===== config.mk =====
export PLATFORM = sky130hd
export DESIGN_NAME = uart_rx_byte
export DESIGN_NICKNAME = d
export VERILOG_FILES = /design/src/rtl/uart_pkg.sv /design/src/rtl/uart_rx_sync.sv /design/src/rtl/uart_rx_byte.sv
export SDC_FILE = /design/constraint.sdc
export NUM_CORES = 1
export LEC_CHECK = 0
export ABC_CLOCK_PERIOD_IN_PS = 1800
export CAP_MARGIN = 20
export CORE_MARGIN = 2
export CORE_UTILIZATION = 51
export DETAILED_ROUTE_END_ITERATION = 7
export PLACE_DENSITY = 0.74
export SYNTH_ARGS = -nofsm -noshare
export SYNTH_HDL_FRONTEND = slang
export SYNTH_SLANG_ARGS = --single-unit

===== constraint.sdc =====
create_clock -name clk -period 1.8 [get_ports clk]
set_clock_uncertainty 0.05 [all_clocks]
set_input_delay 0.36 -clock clk [delete_from_list [all_inputs] [get_ports clk]]
set_output_delay 0.36 -clock clk [all_outputs]
set_load 0.005 [all_outputs]

===== src/rtl/uart_pkg.sv =====
// Shared types and helpers for the UART receiver.
//   rx_state_t : receiver FSM states
//   DATA_BITS  : payload bits per frame
//   div_round  : rounded integer divide, never below 1 (tick divider sizing)
package uart_pkg;

  typedef enum logic [2:0] {IDLE, START, DATA, PARITY, STOP, BREAK} rx_state_t;

  localparam int unsigned DATA_BITS = 8;

  function automatic int unsigned div_round(input int unsigned num, input int unsigned den);
    int unsigned q;
    q = (num + den / 2) / den;
    return (q == 0) ? 1 : q;
  endfunction

endpackage


===== src/rtl/uart_rx_sync.sv =====
// Metastability synchroniser for the asynchronous rx line.
//   clk, rst : clock, async active-high reset
//   rx       : raw serial input
//   rx_s     : synchronised level
//   rx_fall  : 1-clk strobe on a synchronised high->low transition
// The chain resets to 1 so a reset never looks like a start edge. The edge
// strobe is also held off until every stage (and the previous-level flop)
// holds a real line sample, so a line that is low at reset release is not
// mistaken for a start bit: the receiver waits until rx has been seen high.
module uart_rx_sync #(
  parameter int unsigned STAGES = 2
) (
  input  logic clk,
  input  logic rst,
  input  logic rx,
  output logic rx_s,
  output logic rx_fall
);

  logic [STAGES-1:0] chain;
  logic              prev;
  logic [STAGES:0]   vld_pipe;

  always_ff @(posedge clk or posedge rst) begin
    if (rst) begin
      chain    <= '1;
      prev     <= 1'b1;
      vld_pipe <= '0;
    end else begin
      chain    <= {chain[STAGES-2:0], rx};
      prev     <= chain[STAGES-1];
      vld_pipe <= {vld_pipe[STAGES-1:0], 1'b1};
    end
  end

  assign rx_s    = chain[STAGES-1];
  assign rx_fall = vld_pipe[STAGES] & prev & ~rx_s;

endmodule


===== src/rtl/uart_rx_byte.sv =====
// UART byte receiver, 8N1 by default.
// Build option: define UART_RX_PARITY_EN for an 11-bit frame with a parity
// bit (sense set by PARITY_ODD); otherwise rx_parity_err is tied 0.
//   clk, rst      : clock, async active-high reset
//   rx            : asynchronous serial input, idle high
//   rx_byte       : last good byte (LSB first on the line), held until next
//   rx_done       : 1-clk pulse, rx_byte newly updated
//   rx_busy       : validated start bit through stop-bit sampling
//   rx_frame_err  : 1-clk pulse, stop bit sampled low
//   rx_parity_err : 1-clk pulse, parity mismatch
// Downstream treats every rx_done as a real byte, so corrupt or false frames
// must only ever produce an error pulse or nothing.
module uart_rx_byte
  import uart_pkg::*;
#(
  parameter int unsigned CLK_HZ      = 50_000_000,
  parameter int unsigned BAUD        = 115_200,
  parameter int unsigned OVERSAMPLE  = 16,
  parameter int unsigned SYNC_STAGES = 2,
  parameter int unsigned PARITY_ODD  = 0
) (
  input  logic       clk,
  input  logic       rst,
  input  logic       rx,
  output logic [7:0] rx_byte,
  output logic       rx_done,
  output logic       rx_busy,
  output logic       rx_frame_err,
  output logic       rx_parity_err
);

  if (OVERSAMPLE < 8 || (OVERSAMPLE % 2) != 0 || SYNC_STAGES < 2 || PARITY_ODD > 1) begin : g_param_chk
    $error("uart_rx_byte: illegal parameter set");
  end

  localparam int unsigned DIV = div_round(CLK_HZ, BAUD * OVERSAMPLE);
  localparam int          DW  = (DIV > 1) ? $clog2(DIV) : 1;
  localparam int          OW  = $clog2(OVERSAMPLE);
  // three samples straddle the bit centre; the decision is taken on the third
  localparam logic [OW-1:0] S0   = OW'(OVERSAMPLE / 2 - 1);
  localparam logic [OW-1:0] S1   = OW'(OVERSAMPLE / 2);
  localparam logic [OW-1:0] S2   = OW'(OVERSAMPLE / 2 + 1);
  localparam logic [OW-1:0] LAST = OW'(OVERSAMPLE - 1);

  logic                 rx_s, rx_fall;
  rx_state_t            state;
  logic [DW-1:0]        div_cnt;
  logic [OW-1:0]        os_cnt;
  logic [1:0]           samp;
  logic [2:0]           bit_cnt;
  logic [DATA_BITS-1:0] shift;
  logic                 tick, mid, bit_val;

  uart_rx_sync #(.STAGES(SYNC_STAGES)) u_sync (
    .clk     (clk),
    .rst     (rst),
    .rx      (rx),
    .rx_s    (rx_s),
    .rx_fall (rx_fall)
  );

  assign tick    = (div_cnt == DW'(DIV - 1));
  assign mid     = tick && (os_cnt == S2);
  assign bit_val = (samp[0] & samp[1]) | (samp[0] & rx_s) | (samp[1] & rx_s);
  assign rx_busy = (state == DATA) || (state == PARITY) || (state == STOP);

`ifdef UART_RX_PARITY_EN
  localparam logic PAR_ODD = 1'(PARITY_ODD);
  logic par_err;

  always_ff @(posedge clk or posedge rst) begin
    if (rst) begin
      par_err       <= 1'b0;
      rx_parity_err <= 1'b0;
    end else begin
      rx_parity_err <= 1'b0;
      if (state == PARITY && mid)
        par_err <= bit_val ^ (^shift) ^ PAR_ODD;
      // a low stop bit reports as framing error only
      if (state == STOP && mid && bit_val && par_err)
        rx_parity_err <= 1'b1;
    end
  end
`else
  localparam logic par_err = 1'b0;
  assign rx_parity_err = 1'b0;
`endif

  always_ff @(posedge clk or posedge rst) begin
    if (rst) begin
      state        <= IDLE;
      div_cnt      <= '0;
      os_cnt       <= '0;
      samp         <= 2'b11;
      bit_cnt      <= '0;
      shift        <= '0;
      rx_byte      <= '0;
      rx_done      <= 1'b0;
      rx_frame_err <= 1'b0;
    end else begin
      rx_done      <= 1'b0;
      rx_frame_err <= 1'b0;

      // phase of the bit timing is anchored to the start edge
      if (state == IDLE && rx_fall) begin
        div_cnt <= '0;
        os_cnt  <= '0;
      end else begin
        div_cnt <= tick ? '0 : div_cnt + 1'b1;
        if (tick) begin
          os_cnt <= (os_cnt == LAST) ? '0 : os_cnt + 1'b1;
          if (os_cnt == S0) samp[0] <= rx_s;
          if (os_cnt == S1) samp[1] <= rx_s;
        end
      end

      // every state acts at mid-bit; os_cnt keeps running across states
      case (state)
        IDLE:  if (rx_fall) state <= START;
        START: if (mid) begin
          bit_cnt <= '0;
          state   <= bit_val ? IDLE : DATA;
        end
        DATA:  if (mid) begin
          shift   <= {bit_val, shift[DATA_BITS-1:1]};
          bit_cnt <= bit_cnt + 1'b1;
          if (bit_cnt == 3'(DATA_BITS - 1)) begin
`ifdef UART_RX_PARITY_EN
            state <= PARITY;
`else
            state <= STOP;
`endif
          end
        end
`ifdef UART_RX_PARITY_EN
        PARITY: if (mid) state <= STOP;
`endif
        STOP:  if (mid) begin
          if (!bit_val) begin
            rx_frame_err <= 1'b1;
            state        <= BREAK;
          end else begin
            if (!par_err) begin
              rx_byte <= shift;
              rx_done <= 1'b1;
            end
            state <= IDLE;
          end
        end
        BREAK: if (rx_s) state <= IDLE;
        default: state <= IDLE;
      endcase
    end
  end

endmodule


## Word-level counts from Yosys, hierarchy flattened

Cells that the tools add are included.
W data, S select, Z words.

| word-level totals | value |
|---|---|
| register bits | 41 |
| bits of input ports | 3 |
| output and inout port bits | 12 |
| logic and storage cells | 78 |

| cells by class | value |
|---|---|
| $add $sub $neg | 3 |
| equal/unequal tests | 17 |
| mux-type cells | 23 |
| bitwise operators | 9 |
| reduce and logical (&&, ||, !) cells | 13 |

Operator list:

| kind | number |
|---|---|
| $mux W3 | 9 |
| $pmux W3 S5 | 1 |
| $eq A4 B4 Y1 const B | 3 |
| $mux W4 | 3 |
| $reduce_and A3 Y1 | 4 |
| $mux W5 | 2 |
| $eq A3 B3 Y1 const B | 3 |
| $ne A2 B2 Y1 const B | 4 |
| $eq A3 B2 Y1 const B | 2 |
| $mux W1 | 6 |
| $pmux W3 S2 | 1 |
| $reduce_and A6 Y1 | 1 |
| $add A5 B1 Y5 const B | 1 |
| $and A1 B1 Y1 | 5 |
| $eq A5 B5 Y1 const B | 1 |
| $add A4 B1 Y4 const B | 1 |
| $eq A4 B3 Y1 const B | 1 |
| $ne A2 B1 Y1 const B | 2 |
| $reduce_bool A2 Y1 | 2 |
| $add A3 B1 Y3 const B | 1 |
| $eq A3 B1 Y1 const B | 1 |
| $logic_not A3 Y1 | 1 |
| $logic_and A1 B1 Y1 | 2 |
| $logic_or A1 B1 Y1 | 2 |
| other kinds (4) | 6 |

## Depth between registers and ports, before layout

Gate-level depths: netlist (run 1).

| logic depth | value |
|---|---|
| depth in word-level cells | 6 |
| gate-level depth with buffers | 6 |
| gate-level depth less buffers | 6 |

## Hierarchy

A second synthesis (run 1) with hierarchy kept.

| unflattened totals | value |
|---|---|
| cells, all modules | 163 |
| area, all modules | 1,916.8 sq um |

By module, submodules not included:

| module | times used | cells each | area an instance (sq um) | seq. area each (sq um) |
|---|---|---|---|---|
| uart_rx_byte | 1 | 154 | 1,746.7 | 878.3 |
| uart_rx_sync | 1 | 9 | 170.2 | 153.9 |

## Worst setup path after synthesis (run 1)

Ideal clock, no wire load.

| timing path | value |
|---|---|
| kind | register to register |
| from | register div_cnt[0] |
| to | register shift[0] |
| library setup time | 0.125 ns |
| arrival time | 1.680 ns |
| data required time | 1.625 ns |
| slack | -0.054 ns |
| cell stages (with the launch flop) | 7 |
| buffers on the path | 0 |
| clock period less this slack | 1.854 ns |
| path through | dfrtp_1 inv_1 ha_1 nand4b_4 nor4_4 nand3b_4 mux2_2 |

| between the ends | value |
|---|---|
| cells in the longest elaborated chain, start to end | 3 |

RTL lines:

| what | RTL line | RTL |
|---|---|---|
| from (decl) | uart_rx_byte.sv:47 | `logic [DW-1:0] div_cnt;` |
| from (signal assigned) | uart_rx_byte.sv:109 | `div_cnt <= tick ? '0 : div_cnt + 1'b1;` |
| $eq A5 B5 Y1 | uart_rx_byte.sv:62 | `assign tick = (div_cnt == DW'(DIV - 1));` |
| $logic_and A1 B1 Y1 | uart_rx_byte.sv:63 | `assign mid = tick && (os_cnt == S2);` |
| $reduce_and A2 Y1 (no source line) | n/a |  |
| to (signal assigned) | uart_rx_byte.sv:125 | `shift <= {bit_val, shift[DATA_BITS-1:1]};` |
| to (decl) | uart_rx_byte.sv:51 | `logic [DATA_BITS-1:0] shift;` |

Every way passes these cells.
A chain may end at the register's enable or synchronous reset.

## Worst setup path after layout (run 1)

| timing path | value |
|---|---|
| from | register div_cnt[0] |
| to | register rx_byte[7] |

| between the ends | value |
|---|---|
| cells in the longest elaborated chain, start to end | 3 |

RTL lines:

| what | RTL line | RTL |
|---|---|---|
| $eq A5 B5 Y1 | uart_rx_byte.sv:62 |  |
| $logic_and A1 B1 Y1 | uart_rx_byte.sv:63 |  |
| $reduce_and A3 Y1 (no source line) | n/a |  |
| to (signal assigned) | uart_rx_byte.sv:144 | `rx_byte <= shift;` |
| to (decl) | uart_rx_byte.sv:25 | `output logic [7:0] rx_byte,` |

Every way passes these cells.

==> key figures, run 1 <==
Finish
  – Antenna diodes: 0
  – Finished Cell Area: 2351 sq um
  – Core Util, Final: 0.6520
  – Number of fill cells: approximately 270
  – Layout area overhead: 24.93%
  – Layout cells sized above 1: 0.3297
  – Nets@finish: 194

Worst setup path
  – CP cell instances: inv_1 > ha_2 > nand4b_4 > nor3_4 > nand4_4 > mux2_2
  – Worst path buffer plus inverter count: 1
  – CP max-delay cell: dfrtp_1
  – CP required: between 1500 and 2000 ps
  – Critical Path Fanout Max: 8
  – Worst r2r dst: rx_byte[7]
  – R2r setup slk: 30 ps
  – R2R cell count: 6
  – Worst stage delay on the critical path: approximately 380 ps
  – Reg2reg start: div_cnt[0]
  – Setup CP Type: reg -> reg
  – Worst Path Arrival: 1900 ps
  – Crit path launch type: flip-flop
  – Critical Path End Type: flip-flop
  – CP delay by family, top: simple AND/OR/NAND/NOR gates

Logic synthesis
  – Cells after Synth: around 150
  – Seq/Total Area, Yosys: 0.5485
  – Prevailing post-synth register cell: dfrtp_1
  – Ys Warns: 0
  – Flops & latches, synth: 41
  – Avg Cell Area, Syn: 12.22 sq um
  – Synth area leaders: dfrtp_1, mux2_2, dfstp_2
  – Post-synth cell types: 39
  – Area leader, netlist: dfrtp_1
  – Number of synthesized flops with an enable pin: 0
  – Fraction of registers with async set/reset: 1.000
  – Cell area after synthesis: approximately 1900 sq um
  – Synth top cells by count: dfrtp_1, mux2_2, nand2_1
  – Top-count cell post-synth: dfrtp_1
  – Synthesized Nets: around 160
  – Top cell type's share of synthesized area: 0.4787

Placed design
  – IO buf count: 13
  – Placer Congestion: around 0.83
  – Detailed-placement wirelength estimate: around 2300 microns
  – DP Worst Slack: -89.85 ps
  – Placed inst area: 2167 sq um

Run status
  – Status: finished clean

CTS
  – CTS tree: built
  – Hold Buf Count CTS: 0
  – H-tree Lvls: 2
  – Clock transition at path regs: 80 ps
  – Clock root buffer: clkbuf_8
  – Worst skew pair latency: ~300 ps
  – Clk buf depth: 2
  – Clock Sinks: 41
  – Cts bufs inserted: 5

Global routing
  – Met1 usage: 0.2413
  – GR met2 Demand/Resource: 0.2899
  – Vias in the first global route: between 1000 and 1500
  – GRT met3 Usage: 0.04167
  – First-pass GRT wire length: a little under 6000 microns
  – Total gr overflow: 0
  – GRT Overall Usage: 0.1795
  – Antenna violations before repair: 0
  – Pin count of the biggest net entering global routing: between 40 and 50
  – Most Crowded Layer GR: met2

STA
  – Final WS setup: roughly 31 ps
  – Rel. slew slack: 0.5797
  – Unrepaired setup endpoints after global routing: true
  – Tmin final: roughly 1800 ps
  – Final Slew Violations: 0
  – TNS Setup: 0 ps
  – Fin crit share: 0.9830
  – Final setup fails: 0
  – Fmax: ~570 MHz
  – Least-Margin Pin Slew: around 620 ps
  – Fin. Hold Viols: 0

Routing
  – Routed Antenna Nets: 0
  – Via Count: 1248
  – Detailed Routing Iterations Pass 1: 4
  – WL/cell: around 15 microns
  – Drt total wl: about 3400 microns
  – Vias/cell: 5.356
  – Remaining DRCs: 0
  – Initial DRC count: 51

Power and ir drop
  – Clock share of power: 0.311
  – Share of power burned in registers: 0.467
  – Psw: 690.3 uW
  – Pwr dens: between 1000 and 1500 nW/um^2
  – Total power: roughly 2400 uW
  – Peak VDD IR: ~0.6 mV
  – Comb power frac: 0.222
  – LEAKAGE: between 0.001 and 0.0015 uW
  – Switching part of the total: 0.2895
  – Pint: 1694 uW

Floorplanning
  – Initial core utilization: 0.5219
  – Die area: about 4200 sq um
  – # IOs: 15
  – Die Span X: approximately 65 microns
  – Core area: 3606 sq um
  – Die Y: ~65 microns
  – FP Rows: 22

Job
  – Max capacitance violation total: 0

Hold path
  – HP Start: u_sync.vld_pipe[1]
  – Worst Hold Class: reg -> reg
  – Worst hold endpoint: u_sync.vld_pipe[2]
  – Hold path cells: 0
[stage by stage]
step,std cells,hold WS [ps]
final,233,302.4
after global routing,233,312.2
after CTS,232,305.7
after detailed placement,224,287.3
after global placement,224,284.3
after floorplan,154,281.2
[sequential cells by signal, indices dropped and copies added (netlist names)]
register / count
div_cnt: 5
rx_done: 1
shift: 8
state: 3
u_sync.vld_pipe: 3
bit_cnt: 3
u_sync.prev: 1
rx_byte: 8
samp: 2
rx_frame_err: 1
u_sync.chain: 2
os_cnt: 4
[power by group through the flow]
stage / Sequential [uW] / Clock (uW) / Combinational [uW]
2_1_floorplan: 1130 / 0 / 310
3_3_place_gp: 1120 / 0 / 485
3_5_place_dp: 1130 / 0 / 508
4_1_cts: 1110 / 745 / 512
5_1_grt: 1130 / 788 / 599
6_report: 1110 / 741 / 530
[cell usage in the layout, fill, tap and decap left out, drive strengths merged, types with 3 or more instances in the layout]
cell type | Yosys | final
ha | 7 | 7
nor2b | 4 | 4
dfrtp | 36 | 36
inv | 6 | 6
a21oi | 7 | 7
mux2 | 18 | 18
buf | 3 | 15
clkbuf | 2 | 6
nor4 | 5 | 5
nor2 | 11 | 11
xor2 | 3 | 3
nand3 | 5 | 5
clkdlybuf4s50 | 0 | 12
o2bb2ai | 3 | 3
nand2 | 12 | 12
nand3b | 3 | 3
dfstp | 5 | 5
[layout make-up]
| class | instances | area [sq um] | area share |
|---|---|---|---|
| tap | 48 | 60.06 | 0.02555 |
| inverter | 6 | 22.52 | 0.009580 |
| clock buffer | 6 | 72.57 | 0.03087 |
| sequential | 41 | 1032 | 0.4391 |
| timing repair buffer | 28 | 257.7 | 0.1096 |
| clock inverter | 2 | 38.79 | 0.01650 |
| multi-input combinational | 102 | 867.1 | 0.3688 |
[worst max-delay path by stage]
stage / start / to / slack (ps) / depth (start not counted)
final: div_cnt[0] / rx_byte[7] / 30 / 6
after global routing: div_cnt[0] / rx_byte[0] / -110 / 6
after CTS: div_cnt[0] / rx_byte[7] / -4 / 6
after detailed placement: div_cnt[0] / rx_byte[7] / -90 / 6
after global placement: div_cnt[0] / rx_byte[3] / 5 / 6
after floorplan: div_cnt[0] / shift[0] / -50 / 6
[cells by family after synthesis]
kind of cell	after synthesis	synth area share
flip-flops	41	0.5485
AO/OA/AOI/OAI	21	0.07647
XOR/XNOR	4	0.01862
AND/OR/NAND/NOR	49	0.1675
multiplexers	18	0.1077
adder cells (fa/ha/maj)	8	0.05186
buffers and inverters	11	0.02527
other	2	0.003991
[what timing repair did]
| action | in CTS | in global routing |
|---|---|---|
| setup endpoints to repair | 19 | 24 |
| resized for setup | 6 | 8 |
| pin swaps | 2 | 2 |
| buffers inserted | 0 | 1 |
[metal layers]
| metal | routed length [microns] | vias up |
|---|---|---|
| met2 | 1733 | 18 |
| met1 | 1529 | 625 |
| met4 | 27 | 0 |
| met5 | 0 | - |
| li1 | - | 602 |
| met3 | 103 | 3 |
Note: power is estimated with default switching activity, not from simulation.
==> run 2: changes to the inputs <==
--- a/config.mk
+++ b/config.mk
@@ -5,6 +5,7 @@
 export SDC_FILE = /design/constraint.sdc
 export NUM_CORES = 1
 export LEC_CHECK = 0
+export ABC_AREA = 1
 export ABC_CLOCK_PERIOD_IN_PS = 1800
 export CAP_MARGIN = 20
 export CORE_MARGIN = 2
==> run 2 against run 1 <==
Compared with the run above: wire length down 16%; sequential share of layout area increased by 3.7 points; utilization is 1.8 points lower; total power shrank 8.4%; first-iteration DRC count rose by 75%; register-to-register slack improved by 180 ps; combinational power up 12%; worst setup slack improved by 100 ps; final cell count grew 19%; maximum frequency up 6.2%; sequential cell count unchanged; highest routed layer unchanged.
==> key figures, run 2 <==
Power and ir drop
  – Peak VDD IR: 0.5658 mV (-6.3%)
  – Pwr dens: 1008 nW/um^2 (-0.60%)
  – Total power: 2184 uW (-8.4%)
  – LEAKAGE: 0.001076 uW (-3.2%)

Finish
  – Most common cell after layout, fill and taps aside: nand2_1
  – Commonest non-fill, non-tap cells in the layout: nand2_1, dfrtp_1, inv_1
  – Finished Cell Area: 2167 sq um (-7.8%)
  – Number of fill cells: 299 (+12%)
  – Non-Filler Instances: 277 (+19%)
  – Largest registers: rx_byte: 8 flops, shift: 8 flops, div_cnt: 5 flops
  – Multi-input logic area: 714.4 sq um (-18%)
  – Sequential Area: 1032 sq um (unchanged)
  – Nets@finish: 241 (+24%)
  – Antenna diodes: 0 (unchanged)
  – Layout area overhead: 16.48%
  – Layout cells sized above 1: 0.1472 (-0.1825)

Floorplanning
  – Die area: 4147 sq um (-1.1%)
  – FP Rows: 21 (-4.5%)
  – # IOs: 15 (unchanged)
  – Die Span X: 64.40 microns (-0.53%)
  – Die Y: 64.40 microns (-0.53%)
  – Core area: 3416 sq um (-5.3%)
  – Initial core utilization: 0.5447 (+0.02283)

CTS
  – Clock Sinks: 41 (unchanged)
  – Clock root buffer: clkbuf_4
  – Worst skew pair latency: 340 ps (+40 ps)
  – Clock transition at path regs: 110 ps (+30 ps)
  – CTS tree: built
  – Clk buf depth: 2 (unchanged)
  – H-tree Lvls: 2 (unchanged)
  – Cts bufs inserted: 5 (unchanged)

Worst setup path
  – R2R cell count: 9 (+3)
  – Crit path launch type: flip-flop
  – CP max-delay cell: dfrtp_1
  – R2r setup slk: 210 ps (+180 ps)
  – Worst stage delay on the critical path: 470 ps (+90 ps)
  – Reg2reg start: div_cnt[0]
  – CP cell instances: nand2_1 > o21ai_0 > dlygate4sd2_1
  – CP Launch Point: state[2]
  – Worst Path Arrival: 1260 ps (-640 ps)
  – Critical Path Fanout Max: 8 (unchanged)
  – Worst r2r dst: rx_byte[5]
  – Setup CP Type: reg -> out
  – Critical Path End Type: output pin
  – CP required: 1390 ps (-540 ps)

Logic synthesis
  – Fraction of registers with async set/reset: 1.000 (unchanged)
  – Top-count cell post-synth: nand2_1
  – Synth top cells by count: nand2_1, dfrtp_1, inv_1
  – Area leader, netlist: dfrtp_1
  – Post-synth cell types: 26 (-33%)
  – Synth area leaders: dfrtp_1, nand2_1, dfstp_2
  – Number of synthesized flops with an enable pin: 0 (unchanged)
  – Flops & latches, synth: 41 (unchanged)
  – Cells after Synth: 206 (+34%)
  – Avg Cell Area, Syn: 9.032 sq um (-26%)
  – Cell area after synthesis: 1861 sq um (-1.1%)
  – Seq/Total Area, Yosys: 0.5548 (+0.006271)
  – Ys Warns: 0 (unchanged)
  – Synthesized Nets: 216 (+32%)
  – Prevailing post-synth register cell: dfrtp_1
  – Top cell type's share of synthesized area: 0.4842 (+0.005473)

Global routing
  – Vias in the first global route: 1257 (+0.080%)
  – GRT Overall Usage: 0.1746 (-0.004903)
  – Pin count of the biggest net entering global routing: 42 (unchanged)
  – Total gr overflow: 0 (unchanged)
  – Antenna violations before repair: 0 (unchanged)
  – First-pass GRT wire length: 5589 microns (-3.2%)

Routing
  – Remaining DRCs: 0 (unchanged)
  – Drt total wl: 2845 microns (-16%)
  – Routed Antenna Nets: 0 (unchanged)
  – Via Count: 1313 (+5.2%)
  – Detailed Routing Iterations Pass 1: 4 (unchanged)
  – Initial DRC count: 89 (+75%)
  – Vias/cell: 4.740 (-12%)
  – WL/cell: 10.27 microns (-29%)

Hold path
  – Worst Hold Class: in -> async

Placed design
  – DP Worst Slack: 178.2 ps (+268.0 ps)
  – Dpl cells: 268 (+20%)
  – Placed inst area: 2092 sq um (-3.5%)
  – IO buf count: 13 (unchanged)
  – Detailed-placement wirelength estimate: 2030 microns (-11%)
  – Placer Congestion: 0.8348 (+0.58%)

Job
  – Max capacitance violation total: 0 (unchanged)

STA
  – Tmin final: 1666 ps (-103.1 ps)
  – Fin. Hold Viols: 0 (unchanged)
  – Fmax: 600.2 MHz (+6.2%)
  – Final WS setup: 133.8 ps (+103.1 ps)
  – Unrepaired setup endpoints after global routing: false
  – TNS Setup: 0 ps (unchanged)
  – Final setup fails: 0 (unchanged)
  – Final Slew Violations: 0 (unchanged)
  – Fin crit share: 0.9257 (-0.05729)

Run status
  – Status: finished clean
-- run 2: cell count changes after synthesis, moves of 4 or more --
cell     change
nor2b_1      -4
a21oi_1      -7
mux2_2      -18
o21ai_0      +9
nand2_1     +54
nor2_1       +4
inv_1       +17
o21ai_1      +7
-- run 2: worst max path at each step --
stage            endpoint  slack [ps]  cells after the start
2_1_floorplan  rx_byte[1]         280                      8
5_1_grt        rx_byte[5]          10                      9
4_1_cts           rx_busy         120                      4
3_3_place_gp      rx_busy         200                      4
6_report          rx_busy         130                      3
3_5_place_dp      rx_busy         180                      4
-- run 2: logic make-up (layout without fill, tap and decap cells) --
group / Yosys count / in the layout / share of synthesized area
AND/OR/NAND/NOR: 102 / 102 / 0.2468
flip-flops: 41 / 41 / 0.5548
buffers and inverters: 28 / 53 / 0.06254
AO/OA/AOI/OAI: 22 / 22 / 0.06591
adder cells (fa/ha/maj): 7 / 7 / 0.04707
XOR/XNOR: 4 / 4 / 0.01883
other: 2 / 2 / 0.004036
-- run 2: routing by layer --
layer,vias to the layer above,part of all wire,global-route usage
li1,687,-,-
met1,602,0.50,0.2369
met2,20,0.45,0.2656
met3,4,0.037,0.05810
met4,0,0.013,0.05585
met5,-,0,0
-- run 2: cell type report --
cell class / count / share of cell area
multi-input combinational: 137 / 0.3297
clock buffer: 6 / 0.02367
inverter: 26 / 0.04503
clock inverter: 1 / 0.003464
tap: 46 / 0.02656
sequential: 41 / 0.4763
timing repair buffer: 20 / 0.09527
-- run 2: critical path: cells and delay by family (launching register included) --
kind,cells,cell delay (ps)
AO/OA/AOI/OAI,1,70
buffers and inverters,1,260
flip-flops,1,470
AND/OR/NAND/NOR,1,120
-- run 2: what timing repair did --
| action | CTS | global route |
|---|---|---|
| hold buffers | 0 | 0 |
| endpoints found under the hold margin | 0 | 0 |
| buffers inserted | 2 | 0 |
| endpoints found under the setup margin | 1 | 1 |
| pin swaps | 1 | 0 |
| gates resized for setup | 1 | 1 |
-- run 2: power by group --
| part | switching (uW) | leakage (uW) | internal (uW) |
|---|---|---|---|
| Combinational | 353 | 0.000511 | 239 |
| Clock | 277 | 0.0000303 | 183 |
| Sequential | 101 | 0.000535 | 1030 |
-- run 2: per-stage QoR --
step	util	hold WS (ps)
6_report	0.6344	309.2
5_1_grt	0.6344	323.2
4_1_cts	0.6337	307.2
3_5_place_dp	0.6125	287.1
3_3_place_gp	0.6125	283.4
2_1_floorplan	-	281.2
==> run 3: changes to the inputs <==
--- a/config.mk
+++ b/config.mk
@@ -11,6 +11,7 @@
 export CORE_MARGIN = 2
 export CORE_UTILIZATION = 51
 export DETAILED_ROUTE_END_ITERATION = 7
+export MAX_ROUTING_LAYER = met4
 export PLACE_DENSITY = 0.74
 export SYNTH_ARGS = -nofsm -noshare
 export SYNTH_HDL_FRONTEND = slang
==> run 3 against run 2 <==
Compared with the run above: utilization did not move; first-iteration DRC count decreased by 3.4%; sequential power about the same; combinational power about the same; critical path type unchanged; cell area stayed put; largest power group unchanged; clock power hardly changed; sequential cell count did not move; highest routed layer unchanged; register-to-register slack barely moved; critical path depth is the same.
==> key figures, run 3 (synthesis results as in run 2) <==
Run status
  – Status: finished clean

STA
  – Unrepaired setup endpoints after global routing: false
  – TNS Setup: 0 ps (unchanged)
  – Tmin final: 1666 ps (+0.2190 ps)
  – Fin crit share: 0.9258 (about the same)
  – Fin. Hold Viols: 0 (unchanged)
  – Final Slew Violations: 0 (unchanged)
  – Fmax: 600.1 MHz (about the same)
  – Hold WS: 309.0 ps (-0.2050 ps)
  – Final setup fails: 0 (unchanged)

CTS
  – Cts bufs inserted: 5 (unchanged)
  – Clock Sinks: 41 (unchanged)
  – Clock root buffer: clkbuf_4
  – Worst skew pair latency: 340 ps (about the same)
  – H-tree Lvls: 2 (unchanged)
  – Clock transition at path regs: 110 ps (about the same)
  – CTS tree: built
  – Clk buf depth: 2 (unchanged)

Floorplanning
  – FP Rows: 21 (unchanged)
  – # IOs: 15 (unchanged)
  – Die area: 4147 sq um (unchanged)
  – Die Span X: 64.40 microns (unchanged)
  – Initial core utilization: 0.5447 (unchanged)
  – Die Y: 64.40 microns (unchanged)
  – Core area: 3416 sq um (unchanged)

Power and ir drop
  – Peak VDD IR: 0.5658 mV (about the same)
  – Psw: 731.2 uW (about the same)
  – Share of power burned in registers: 0.518 (about the same)
  – Switching part of the total: 0.3347 (about the same)
  – LEAKAGE: 0.001076 uW (unchanged)
  – Pint: 1454 uW (unchanged)
  – Pwr dens: 1008 nW/um^2 (about the same)
  – Clock share of power: 0.211 (about the same)
  – Comb power frac: 0.271 (about the same)

Worst setup path
  – Worst Path Arrival: 1260 ps (about the same)
  – Setup CP Type: reg -> out
  – Crit path launch type: flip-flop
  – CP required: 1390 ps (about the same)
  – R2R cell count: 9 (unchanged)
  – Critical Path Fanout Max: 8 (unchanged)
  – Critical Path End Type: output pin

Finish
  – Non-Filler Instances: 277 (unchanged)
  – Layout area overhead: 16.48% (unchanged)
  – Commonest non-fill, non-tap cells in the layout: nand2_1, dfrtp_1, inv_1
  – Nets@finish: 241 (unchanged)
  – Layout cells sized above 1: 0.1472 (unchanged)
  – Antenna diodes: 0 (unchanged)
  – Largest registers: rx_byte: 8 flops, shift: 8 flops, div_cnt: 5 flops
  – Most common cell after layout, fill and taps aside: nand2_1

Global routing
  – Antenna violations before repair: 0 (unchanged)
  – GRT Overall Usage: 0.1794 (+0.004892)
  – Total gr overflow: 0 (unchanged)
  – Pin count of the biggest net entering global routing: 42 (unchanged)
  – Vias in the first global route: 1257 (unchanged)
  – First-pass GRT wire length: 5595 microns (+0.11%)

Routing
  – Initial DRC count: 86 (-3.4%)
  – Routed Antenna Nets: 0 (unchanged)
  – Vias/cell: 4.736 (about the same)
  – Detailed Routing Iterations Pass 1: 4 (unchanged)
  – WL/cell: 10.27 microns (about the same)
  – Remaining DRCs: 0 (unchanged)
  – Via Count: 1312 (-0.076%)
  – Drt total wl: 2846 microns (about the same)

Placed design
  – Detailed-placement wirelength estimate: 2030 microns (unchanged)
  – IO buf count: 13 (unchanged)
  – Placer Congestion: 0.8477 (+1.5%)
  – Dpl cells: 268 (unchanged)

Job
  – Max capacitance violation total: 0 (unchanged)

Hold path
  – Worst Hold Class: in -> async
[run 3: layout make-up]
class	instances	area, sq um
timing repair buffer	20	206.4
fill	299	1249
clock buffer	6	51.30
multi-input combinational	137	714.4
sequential	41	1032
clock inverter	1	7.507
inverter	26	97.59
tap	46	57.56
[run 3: layer usage]
metal,track usage,share of wire,vias to the layer above
met5,-,0,-
met4,0.05585,0.012,0
met3,0.05810,0.038,4
met2,0.2656,0.45,20
met1,0.2369,0.50,601
li1,-,-,687
[run 3: path summary, 6_finish.rpt]
kind,start,end,slack (ps)
max,state[2],rx_busy,130
min,rst,div_cnt[4],310
max reg2reg,div_cnt[0],rx_byte[5],210
min reg2reg,u_sync.vld_pipe[1],u_sync.vld_pipe[2],310
max in group asynchronous,rst,samp[1],1130
min in group clk,u_sync.vld_pipe[1],u_sync.vld_pipe[2],310
[run 3: power groups by stage]
stage,sequential (uW),clock [uW],combinational (uW)
floorplan,1140,0,421
global route,1160,522,696
CTS,1130,483,587
detailed placement,1160,0,549
finish,1130,460,592
global placement,1150,0,535
[run 3: worst max-delay path: stages, from the launching register on]
cell	delay (ps)
dfrtp_1	470
nand2_1	120
o21ai_0	70
dlygate4sd2_1	260
[run 3: per-stage QoR]
stage                 util  power, uW  setup slack [ps]  area (sq um)
CTS                 0.6337       2198             123.0          2165
finish              0.6344       2185             133.6          2167
global route        0.6344       2373             12.69          2167
floorplan                -       1557             284.6          1861
detailed placement  0.6125       1705             178.2          2092
global placement    0.6125       1686             198.4          2092
[run 3: timing repair]
item	4_1_cts	5_1_grt
hold buffers	0	0
pin swaps	1	0
buffers inserted	2	0
hold endpoints to repair	0	0
resized for setup	1	1
setup endpoints to repair	1	1
